<file path="src/rtl/crono_pkg.sv">
// Purpose : shared types and timing constants for the stopwatch front end.
// Latency : n/a (declarations only).
// Backpressure: n/a.
package crono_pkg;

    localparam int CLK_HZ        = 100_000_000;
    localparam int DEBOUNCE_10MS = CLK_HZ / 100;   // 10 ms of core clock
    localparam int LONG_2S       = 2 * CLK_HZ;     // 2 s of core clock

    // Press-duration FSM states of the button conditioner.
    typedef enum logic [2:0] {
        IDLE,
        DB_PRESS,
        PRESSED,
        LONG_HELD,
        DB_REL
    } btn_state_t;

endpackage

</file>
<file path="src/rtl/sync_2ff.sv">
// Purpose : two-flop synchronizer bringing asynchronous inputs into the clk domain.
// Latency : 2 clk edges from input capture to output.
// Backpressure: none; samples every cycle.
//
// Ports:
//   clk  - destination clock
//   rst  - asynchronous active-low reset, clears both stages
//   d    - asynchronous input bus (bits are synchronized independently)
//   q    - synchronized output
module sync_2ff #(
    parameter int WIDTH = 1
) (
    input  logic             clk,
    input  logic             rst,
    input  logic [WIDTH-1:0] d,
    output logic [WIDTH-1:0] q
);

    // Both stages carry ASYNC_REG so placement keeps them adjacent and
    // timing analysis treats the first stage as a metastability catcher.
    (* ASYNC_REG = "TRUE" *) logic [WIDTH-1:0] meta;
    (* ASYNC_REG = "TRUE" *) logic [WIDTH-1:0] stable;

    always_ff @(posedge clk or negedge rst) begin
        if (!rst) begin
            meta   <= '0;
            stable <= '0;
        end else begin
            meta   <= d;
            stable <= meta;
        end
    end

    assign q = stable;

endmodule

</file>
<file path="src/rtl/button_conditioner.sv">
// Purpose : turns a raw bouncing push-button into a clean level and one-cycle press/release/long-hold events.
// Latency : press and level rise DEBOUNCE_CYCLES+2 edges after the button is first sampled high; release likewise.
// Backpressure: none; events are single-cycle pulses and are not held for a consumer.
//
// Ports:
//   clk           - system clock
//   rst           - asynchronous active-low reset
//   button        - raw asynchronous push-button, active-high
//   level         - debounced button level
//   press         - one-cycle pulse when a debounced press is accepted
//   release_short - one-cycle pulse on debounced release of a hold that never went long
//   long_press    - one-cycle pulse when a hold reaches LONG_CYCLES
//   busy          - high whenever the FSM is not IDLE
module button_conditioner
    import crono_pkg::*;
#(
    parameter int DEBOUNCE_CYCLES = DEBOUNCE_10MS,
    parameter int LONG_CYCLES     = LONG_2S
) (
    input  logic clk,
    input  logic rst,
    input  logic button,
    output logic level,
    output logic press,
    output logic release_short,
    output logic long_press,
    output logic busy
);

    localparam int DW = $clog2(DEBOUNCE_CYCLES);
    localparam int HW = $clog2(LONG_CYCLES);

    localparam logic [DW-1:0] DEB_ONE   = DW'(1);
    localparam logic [DW-1:0] DEB_LAST  = DW'(DEBOUNCE_CYCLES - 1);
    localparam logic [HW-1:0] HOLD_ONE  = HW'(1);
    localparam logic [HW-1:0] HOLD_LAST = HW'(LONG_CYCLES - 1);

    logic          s;
    btn_state_t    state;
    logic [DW-1:0] deb_cnt;
    logic [HW-1:0] hold_cnt;
    logic          long_seen;

    sync_2ff #(
        .WIDTH (1)
    ) u_sync (
        .clk (clk),
        .rst (rst),
        .d   (button),
        .q   (s)
    );

    always_ff @(posedge clk or negedge rst) begin
        if (!rst) begin
            state         <= IDLE;
            deb_cnt       <= '0;
            hold_cnt      <= '0;
            long_seen     <= 1'b0;
            level         <= 1'b0;
            press         <= 1'b0;
            release_short <= 1'b0;
            long_press    <= 1'b0;
            busy          <= 1'b0;
        end else begin
            // Event outputs are pulses: cleared every cycle unless set below.
            press         <= 1'b0;
            release_short <= 1'b0;
            long_press    <= 1'b0;

            case (state)
                IDLE: begin
                    if (s) begin
                        state   <= DB_PRESS;
                        deb_cnt <= DEB_ONE;
                        busy    <= 1'b1;
                    end
                end

                DB_PRESS: begin
                    if (!s) begin
                        // Too short to be a press: drop it silently.
                        state <= IDLE;
                        busy  <= 1'b0;
                    end else if (deb_cnt == DEB_LAST) begin
                        state     <= PRESSED;
                        press     <= 1'b1;
                        level     <= 1'b1;
                        hold_cnt  <= '0;
                        long_seen <= 1'b0;
                    end else begin
                        deb_cnt <= deb_cnt + DEB_ONE;
                    end
                end

                PRESSED: begin
                    // A low sample wins over the long threshold in the same cycle.
                    if (!s) begin
                        state   <= DB_REL;
                        deb_cnt <= DEB_ONE;
                    end else if (hold_cnt == HOLD_LAST) begin
                        state      <= LONG_HELD;
                        long_press <= 1'b1;
                        long_seen  <= 1'b1;
                    end else begin
                        // Only reachable below HOLD_LAST, so the counter saturates.
                        hold_cnt <= hold_cnt + HOLD_ONE;
                    end
                end

                LONG_HELD: begin
                    if (!s) begin
                        state   <= DB_REL;
                        deb_cnt <= DEB_ONE;
                    end
                end

                DB_REL: begin
                    if (s) begin
                        // Release bounce: resume the hold where it left off.
                        state <= long_seen ? LONG_HELD : PRESSED;
                    end else if (deb_cnt == DEB_LAST) begin
                        state         <= IDLE;
                        level         <= 1'b0;
                        busy          <= 1'b0;
                        release_short <= !long_seen;
                    end else begin
                        deb_cnt <= deb_cnt + DEB_ONE;
                    end
                end

                default: begin
                    state <= IDLE;
                    level <= 1'b0;
                    busy  <= 1'b0;
                end
            endcase
        end
    end

endmodule

</file>
<file path="config.mk">
export PLATFORM = sky130hd
export DESIGN_NAME = button_conditioner
export DESIGN_NICKNAME = d
export VERILOG_FILES = /design/src/rtl/crono_pkg.sv /design/src/rtl/sync_2ff.sv /design/src/rtl/button_conditioner.sv
export SDC_FILE = /design/constraint.sdc
export NUM_CORES = 1
export LEC_CHECK = 0
export ABC_AREA = 1
export CORE_MARGIN = 2
export CORE_UTILIZATION = 35
export CTS_CLUSTER_DIAMETER = 100
export CTS_CLUSTER_SIZE = 40
export DETAILED_ROUTE_END_ITERATION = 6
export PLACE_DENSITY = 0.59
export SETUP_SLACK_MARGIN = 0.15
export SLEW_MARGIN = 20
export SYNTH_ARGS = -nofsm -noshare
export SYNTH_HDL_FRONTEND = slang
export SYNTH_SLANG_ARGS = --single-unit
</file>
<file path="constraint.sdc">
create_clock -name clk -period 1.9 [get_ports clk]
set_input_delay 0.19 -clock clk [delete_from_list [all_inputs] [get_ports clk]]
set_output_delay 0.19 -clock clk [all_outputs]
set_load 0.005 [all_outputs]
</file>
# Word level (Yosys, flattened, before mapping)
# Cells that the tools add are included.
# op_classes
n_reduce_logical	12
n_bitwise	2
addsub	2
eq_ne	20
n_mux	42
# ops
cell	n
$mux W28	4
$mux W20	5
$pmux W20 S4	1
$pmux W28 S2	1
$reduce_and A5 Y1	6
$add A28 B1 Y28 const B	1
$eq A28 B28 Y1 const B	1
$mux W3	8
$add A20 B1 Y20 const B	1
$eq A20 B20 Y1 const B	1
$mux W1	19
$ne A2 B2 Y1 const B	8
$pmux W3 S5	1
$eq A3 B2 Y1 const B	2
$ne A2 B1 Y1 const B	3
$ne A3 B3 Y1 const B	2
$pmux W1 S4	1
$reduce_bool A4 Y1	1
$eq A3 B1 Y1 const B	1
$eq A3 B3 Y1 const B	1
$logic_not A3 Y1	1
$ne A3 B2 Y1 const B	1
$pmux W1 S3	1
$reduce_or A3 Y1	1
other kinds (5)	6
# totals
elab_cells	89
inputBits	3
regBits	59

# Logic depth before layout (Yosys ltp)
# logic_depth
word_depth	4
mapped_depth	12
ltp_nobuf	12

# Hierarchy
# Synthesis repeated with hierarchy kept, for this count alone.
# hier_totals
hier_cells	578
hier_area_um2	3886.2
# modules_own_cells
module	seq_area_each_um2	area_each_um2	cells_each	n_inst
button_conditioner	1426.4	3836.2	576	1
sync_2ff	50.0	50.0	2	1

# Least setup slack after synthesis
# No wires, ideal clock.
# synth_timing
path_kind	register to register
startpoint	reg deb_cnt[0]
endpoint	reg hold_cnt[15]
path_stages_with_launch	12
t_arrival_ps	1581
t_required_ps	1783
period_less_slack_ps	1698
setup_slack_ps	202
cell_sequence	dfrtp_1 -> ha_1 -> nand3_2 -> nor2_2 -> nand3_2 -> nand2_2 -> nand2_2 -> nor2_4 -> buf_4 -> inv_2 -> nand2_1 -> nand2_1
# synth_between
elab_chain_len	3
# synth_rtl
item	line_no	source
start, declared	button_conditioner.sv:40	logic [DW-1:0] deb_cnt;
start signal, assigned	button_conditioner.sv:91	deb_cnt <= deb_cnt + DEB_ONE;
start signal, assigned	button_conditioner.sv:127	deb_cnt <= deb_cnt + DEB_ONE;
$eq A20 B20 Y1	button_conditioner.sv:84	end else if (deb_cnt == DEB_LAST) begin
$ne A2 B2 Y1 (no line)	n/a	
$reduce_and A5 Y1 (no line)	n/a	
end signal, assigned	button_conditioner.sv:106	hold_cnt <= hold_cnt + HOLD_ONE;
end, declared	button_conditioner.sv:41	logic [HW-1:0] hold_cnt;
# Every way passes these cells.
# A chain may end at the register's enable or synchronous reset.

# Final worst setup path
# layout_timing
startpoint	reg hold_cnt[1]
endpoint	reg hold_cnt[14]
# layout_between
elab_chain_len	4
word_cells_on_any_way	7
# layout_rtl
item	line_no	source
$add A28 B1 Y28	button_conditioner.sv:106	
$mux W28	button_conditioner.sv:100	end else if (hold_cnt == HOLD_LAST) begin
$mux W28	button_conditioner.sv:97	if (!s) begin
$pmux W28 S2	button_conditioner.sv:70	case (state)
# Parallel ways exist; a longest one is shown, timed or not. The select of a mux whose other input is x is not followed.

==> metrics.sh <==
SYNTH.MUX.AREA_FRACTION_PCT=0
CTS_INSERTED_BUFFERS=9
WORST-ENDPOINT-REQUIRED_NS=2.16
SYNTH_COMPOUND_AREA_SHARE_PCT=5.87
FINALSETUPTNS_NS=0
CTS.HTREE.LEVELS=3
FINAL_NETS=674
SYNTH_SIMPLE_GATE_AREA_SHARE_PCT=43.2
ROUTE.DETAILED.WL_PER_INST_UM=13.7
INITIAL_UTILIZATION_PCT=36.3
GRT_MAX_DEGREE=26
DR.PASS1.ITERS=5
SYNTHFLOPTYPE='sky130_fd_sc_hd__dfrtp_1'
DRIVE_ABOVE_1_SHARE_PCT=21.5
HOLD_VIOL=0
CRIT_PATH_START_KIND='flop'
RELATIVE_SLEW_MARGINS_PCT=61.6
CRITICAL_PATH_BUF_INV_COUNT=3
WORST_SLEW_PIN_SLEW_NS=0.572
SYNTH_EDF_COUNT=0
SYNTH_CELLS=615
CLOCK_BUFFER_DEPTH=2
MULTI_INPUT_AREA_SQ_UM=2390
DETAIL_ROUTE.DRC_VIOLATIONS=0
DOMINANT_COMBINATIONAL_CELL_FAMILY_BY_AREA_AFTER_SYNTHESIS='simple AND/OR/NAND/NOR gates'
FLOORPLAN.DIE.WIDTH_UM=111
IRDROPWORSTVDD_uV=733
DESIGN.PORTCOUNT=8
ROUTABILITYCONGESTION=0.933
TIMING.FMAX_GHz=0.576
TRITONCTS_CLOCK_TREE='yes'
DRT_ITER0_DRC=189
GRT_PASS1_WL_UM=18000
SETUP_VIOL=0
WORST_SKEW_PAIR_LATER_PIN_LATENCY_NS=0.34
MAX_STAGE_DELAY_NS=0.36
SYN_AREA_SQ_UM=3980
GRT_USAGE_PCT=18.1
POST-ROUTE-MIN-PERIOD_NS=1.74
LAYOUT_WORST_PATH_CYCLE_SHARE_PCT=91.3
DIE-AREA_SQ_UM=12300
FLOORPLAN.ROWS=38
SYNTH_AREA_PER_CELL_SQ_UM=6.48
DP_HPWL_UM=7720
WORST_PATH_FANOUT_MAX=8
CPLARGESTDELAYFAMILY='simple AND/OR/NAND/NOR gates'
GRT_PASS1_VIAS=3901
ANTENNADIODECOUNT=0
DP.CELLS=772
RUN_STATUS='completed'
SINK_COUNT=59
FLOORPLAN.CORE_AREA_SQ_UM=11000
WORST_PATH_MOST_REPEATED_CELL='sky130_fd_sc_hd__nor2_4'
CRITPATHARRIVALTIME_NS=2.00
CLKSLEWWORSTSETUPHOLDPATHS_NS=0.05
YOSYS_REGISTER_BITS=59
WL_UM=11200
CELL_AT_THE_ROOT_OF_THE_CLOCK_TREE='sky130_fd_sc_hd__clkbuf_16'
PWR-SHARE-SEQ_PCT=30.4
SWITCHING_SHARE_PCT=37.0
POWER.STATIC_LEAKAGE_nW=2.25
POWER_FRAC_CLOCK_PCT=32.3
GR-TOTAL-OVERFLOW=0
STARTPOINT_TO_ENDPOINT_CLASS_OF_THE_CRITICAL_PATH='flop to flop'
COMB_POWER_SHARE_PCT=37.3
PORT_BUFFERS=7
YOSYS_WARNINGS=0
NUM_VIAS=4099
AREA_GROWTH_SYNTH_TO_FINISH_PCT=29.3
SLEW_VIOL_FINAL=0
SYNTH_FA_HA_AREA_SHARE_PCT=0.628
WORST_HOLD_PATH_TYPE='input port to flop'
GRT_ANTENNA_BEFORE_REPAIR=0
DRTANTENNAVIOLNETS=0
SYNTH_LARGEST_AREA_CELL='sky130_fd_sc_hd__dfrtp_1'
NFILLCELLS=1100
YS_SEQ_AREA_SHARE_PCT=37.1
SYNTHTOPCELLSBYAREA='sky130_fd_sc_hd__dfrtp_1, sky130_fd_sc_hd__nand2_1, sky130_fd_sc_hd__nor2_1'
SYNTH.LIB_CELLS_USED.DISTINCT=29
DETAILED_ROUTE_VIAS_PER_INSTANCE=5.04
CRIT_SLOWEST_CELL='sky130_fd_sc_hd__dfrtp_1'
FIN_SKEW_NS=0.00559
UNREPAIRED_SETUP_ENDPOINTS_AFTER_GLOBAL_ROUTING='yes'
YOSYS.AREA_SHARE.XOR_XNOR_PCT=4.62
DIE-HEIGHT_UM=111
INTERNAL_POWER_W=0.00297
MAXCAPVIOLATIONS=0
SYNTH_TOP_CELL_AREA_SHARE_PCT=37.1
PWR_DENSITY_CELL_nW_PER_UM2=916
CRIT_CHAIN='ha_2 > nand2_2 > nor2_4 > nand2_2 > inv_2 > nand3_4 > nor2_4 > nor2_4 > buf_6 > clkbuf_16 > o21ai_1'
FINALNONFILLERCELLS=814
WORSTSETUPENDPOINTTYPE='flop'
LAYOUT.AREA.SEQ_SQ_UM=1480
NETSWITCHINGPOWER_W=0.00175
POSTSYNTHNETCOUNT=620
PROPORTION_OF_SYNTHESIZED_FLIP_FLOPS_HAVING_ASYNCHRONOUS_SET_OR_RESET_PCT=100
==> registers in the layout (all words and copies together), names as in the netlist <==
name,flops
hold_cnt,28
deb_cnt,20
state,3
busy,1
level,1
long_press,1
long_seen,1
press,1
release_short,1
u_sync.meta,1
u_sync.q,1
==> layer usage <==
| layer | track usage (%) | share of wire [%] | vias up |
|---|---|---|---|
| met5 | 0 | 0 | - |
| met4 | 8.92 | 2.9 | 0 |
| met3 | 2.46 | 4.7 | 26 |
| met2 | 29.2 | 46 | 104 |
| met1 | 23.8 | 46 | 1911 |
| li1 | - | - | 2058 |
==> worst reg2reg max path, delay by kind of cell (launching register included) <==
kind	cells	cell delay, ns
AND/OR/NAND/NOR	6	0.56
buffers and inverters	3	0.39
flip-flops	1	0.36
adder cells (fa/ha/maj)	1	0.20
AO/OA/AOI/OAI	1	0.14
==> area by class of cell <==
cell class	instances	area share, %
Clock buffer	11	4.91
Clock inverter	5	0.534
Inverter	71	5.22
Multi-Input combinational cell	472	46.4
Sequential cell	59	28.7
Tap cell	140	3.40
Timing Repair Buffer	56	10.9
==> stage by stage <==
step	total power [W]	worst slack [ns]	hold slack, ns	utilization (%)	area (sq um)
5_1_grt	0.00496	0.0599	0.314	46.9	5150
3_5_place_dp	0.00268	0.108	0.203	39.6	4350
3_3_place_gp	0.00266	0.177	0.199	39.6	4350
2_1_floorplan	0.00230	0.202	-0.106	-	3980
4_1_cts	0.00437	0.153	0.295	43.4	4770
6_report	0.00472	0.165	0.298	46.9	5150
==> timing repair <==
item | CTS | global route
pin swaps | 1 | 11
cloned | 1 | 3
endpoints found under the setup margin | 23 | 50
resized for setup | 8 | 81
endpoints found under the hold margin | 17 | 0
hold buffers | 1 | 0
setup buffers | 11 | 10
==> synthesized netlist by cell type (3+ instances only) <==
| cell | instances |
|---|---|
| sky130_fd_sc_hd__nor2_2 | 5 |
| sky130_fd_sc_hd__clkbuf_1 | 4 |
| sky130_fd_sc_hd__nand2_2 | 6 |
| sky130_fd_sc_hd__nor2_1 | 102 |
| sky130_fd_sc_hd__xor2_1 | 18 |
| sky130_fd_sc_hd__o21ai_1 | 25 |
| sky130_fd_sc_hd__buf_4 | 4 |
| sky130_fd_sc_hd__inv_2 | 11 |
| sky130_fd_sc_hd__nand2_1 | 195 |
| sky130_fd_sc_hd__nor3_1 | 21 |
| sky130_fd_sc_hd__buf_2 | 4 |
| sky130_fd_sc_hd__inv_1 | 60 |
| sky130_fd_sc_hd__o21ai_0 | 18 |
| sky130_fd_sc_hd__nand3_1 | 51 |
| sky130_fd_sc_hd__dfrtp_1 | 59 |
| sky130_fd_sc_hd__nand4_1 | 11 |
| sky130_fd_sc_hd__xnor2_1 | 3 |
==> layout by cell type (no fill, tap or decap), types with 4 or more instances in the layout <==
cell,count
sky130_fd_sc_hd__nor3_1,20
sky130_fd_sc_hd__nand3_1,47
sky130_fd_sc_hd__clkdlybuf4s50_1,6
sky130_fd_sc_hd__nand2_1,179
sky130_fd_sc_hd__clkbuf_16,12
sky130_fd_sc_hd__inv_1,55
sky130_fd_sc_hd__o21ai_0,6
sky130_fd_sc_hd__o21ai_2,8
sky130_fd_sc_hd__dfrtp_1,57
sky130_fd_sc_hd__nand2_4,7
sky130_fd_sc_hd__nand4_1,11
sky130_fd_sc_hd__buf_4,38
sky130_fd_sc_hd__nand3_2,4
sky130_fd_sc_hd__xor2_1,18
sky130_fd_sc_hd__nand2_2,15
sky130_fd_sc_hd__clkinv_2,4
sky130_fd_sc_hd__inv_2,15
sky130_fd_sc_hd__nor2_1,89
sky130_fd_sc_hd__nor2_2,13
sky130_fd_sc_hd__nor2_4,7
sky130_fd_sc_hd__o21ai_1,29
==> kinds of logic (layout without fill, tap and decap cells) <==
kind of cell | after synthesis | after routing
and+or+nand+nor | 403 | 403
buffers and inverters | 84 | 143
DFF | 59 | 59
AOI/OAI and AO/OA | 46 | 46
xor gates and xnor gates | 21 | 21
adders and majority gates | 2 | 2
==> worst paths after layout <==
kind                             startpoint           end  slack, ns  cells after the start
worst max-delay path            hold_cnt[1]  hold_cnt[14]       0.16                     11
worst min-delay path                 button   u_sync.meta       0.30                      1
worst max register to register  hold_cnt[1]  hold_cnt[14]       0.16                     11
worst min register to register  u_sync.meta      u_sync.q       0.35                      0
max in group asynchronous               rst   deb_cnt[10]       0.91                      3
min in group asynchronous               rst  hold_cnt[21]       0.37                      2
==> power groups by stage <==
| stage | sequential [W] | clock, W | combinational (W) |
|---|---|---|---|
| 2_1_floorplan | 0.00143 | 0 | 0.000870 |
| 3_3_place_gp | 0.00143 | 0 | 0.00123 |
| 3_5_place_dp | 0.00144 | 0 | 0.00124 |
| 4_1_cts | 0.00142 | 0.00155 | 0.00140 |
| 5_1_grt | 0.00145 | 0.00161 | 0.00190 |
| 6_report | 0.00143 | 0.00152 | 0.00176 |
Note: power is estimated with default switching activity, not from simulation.
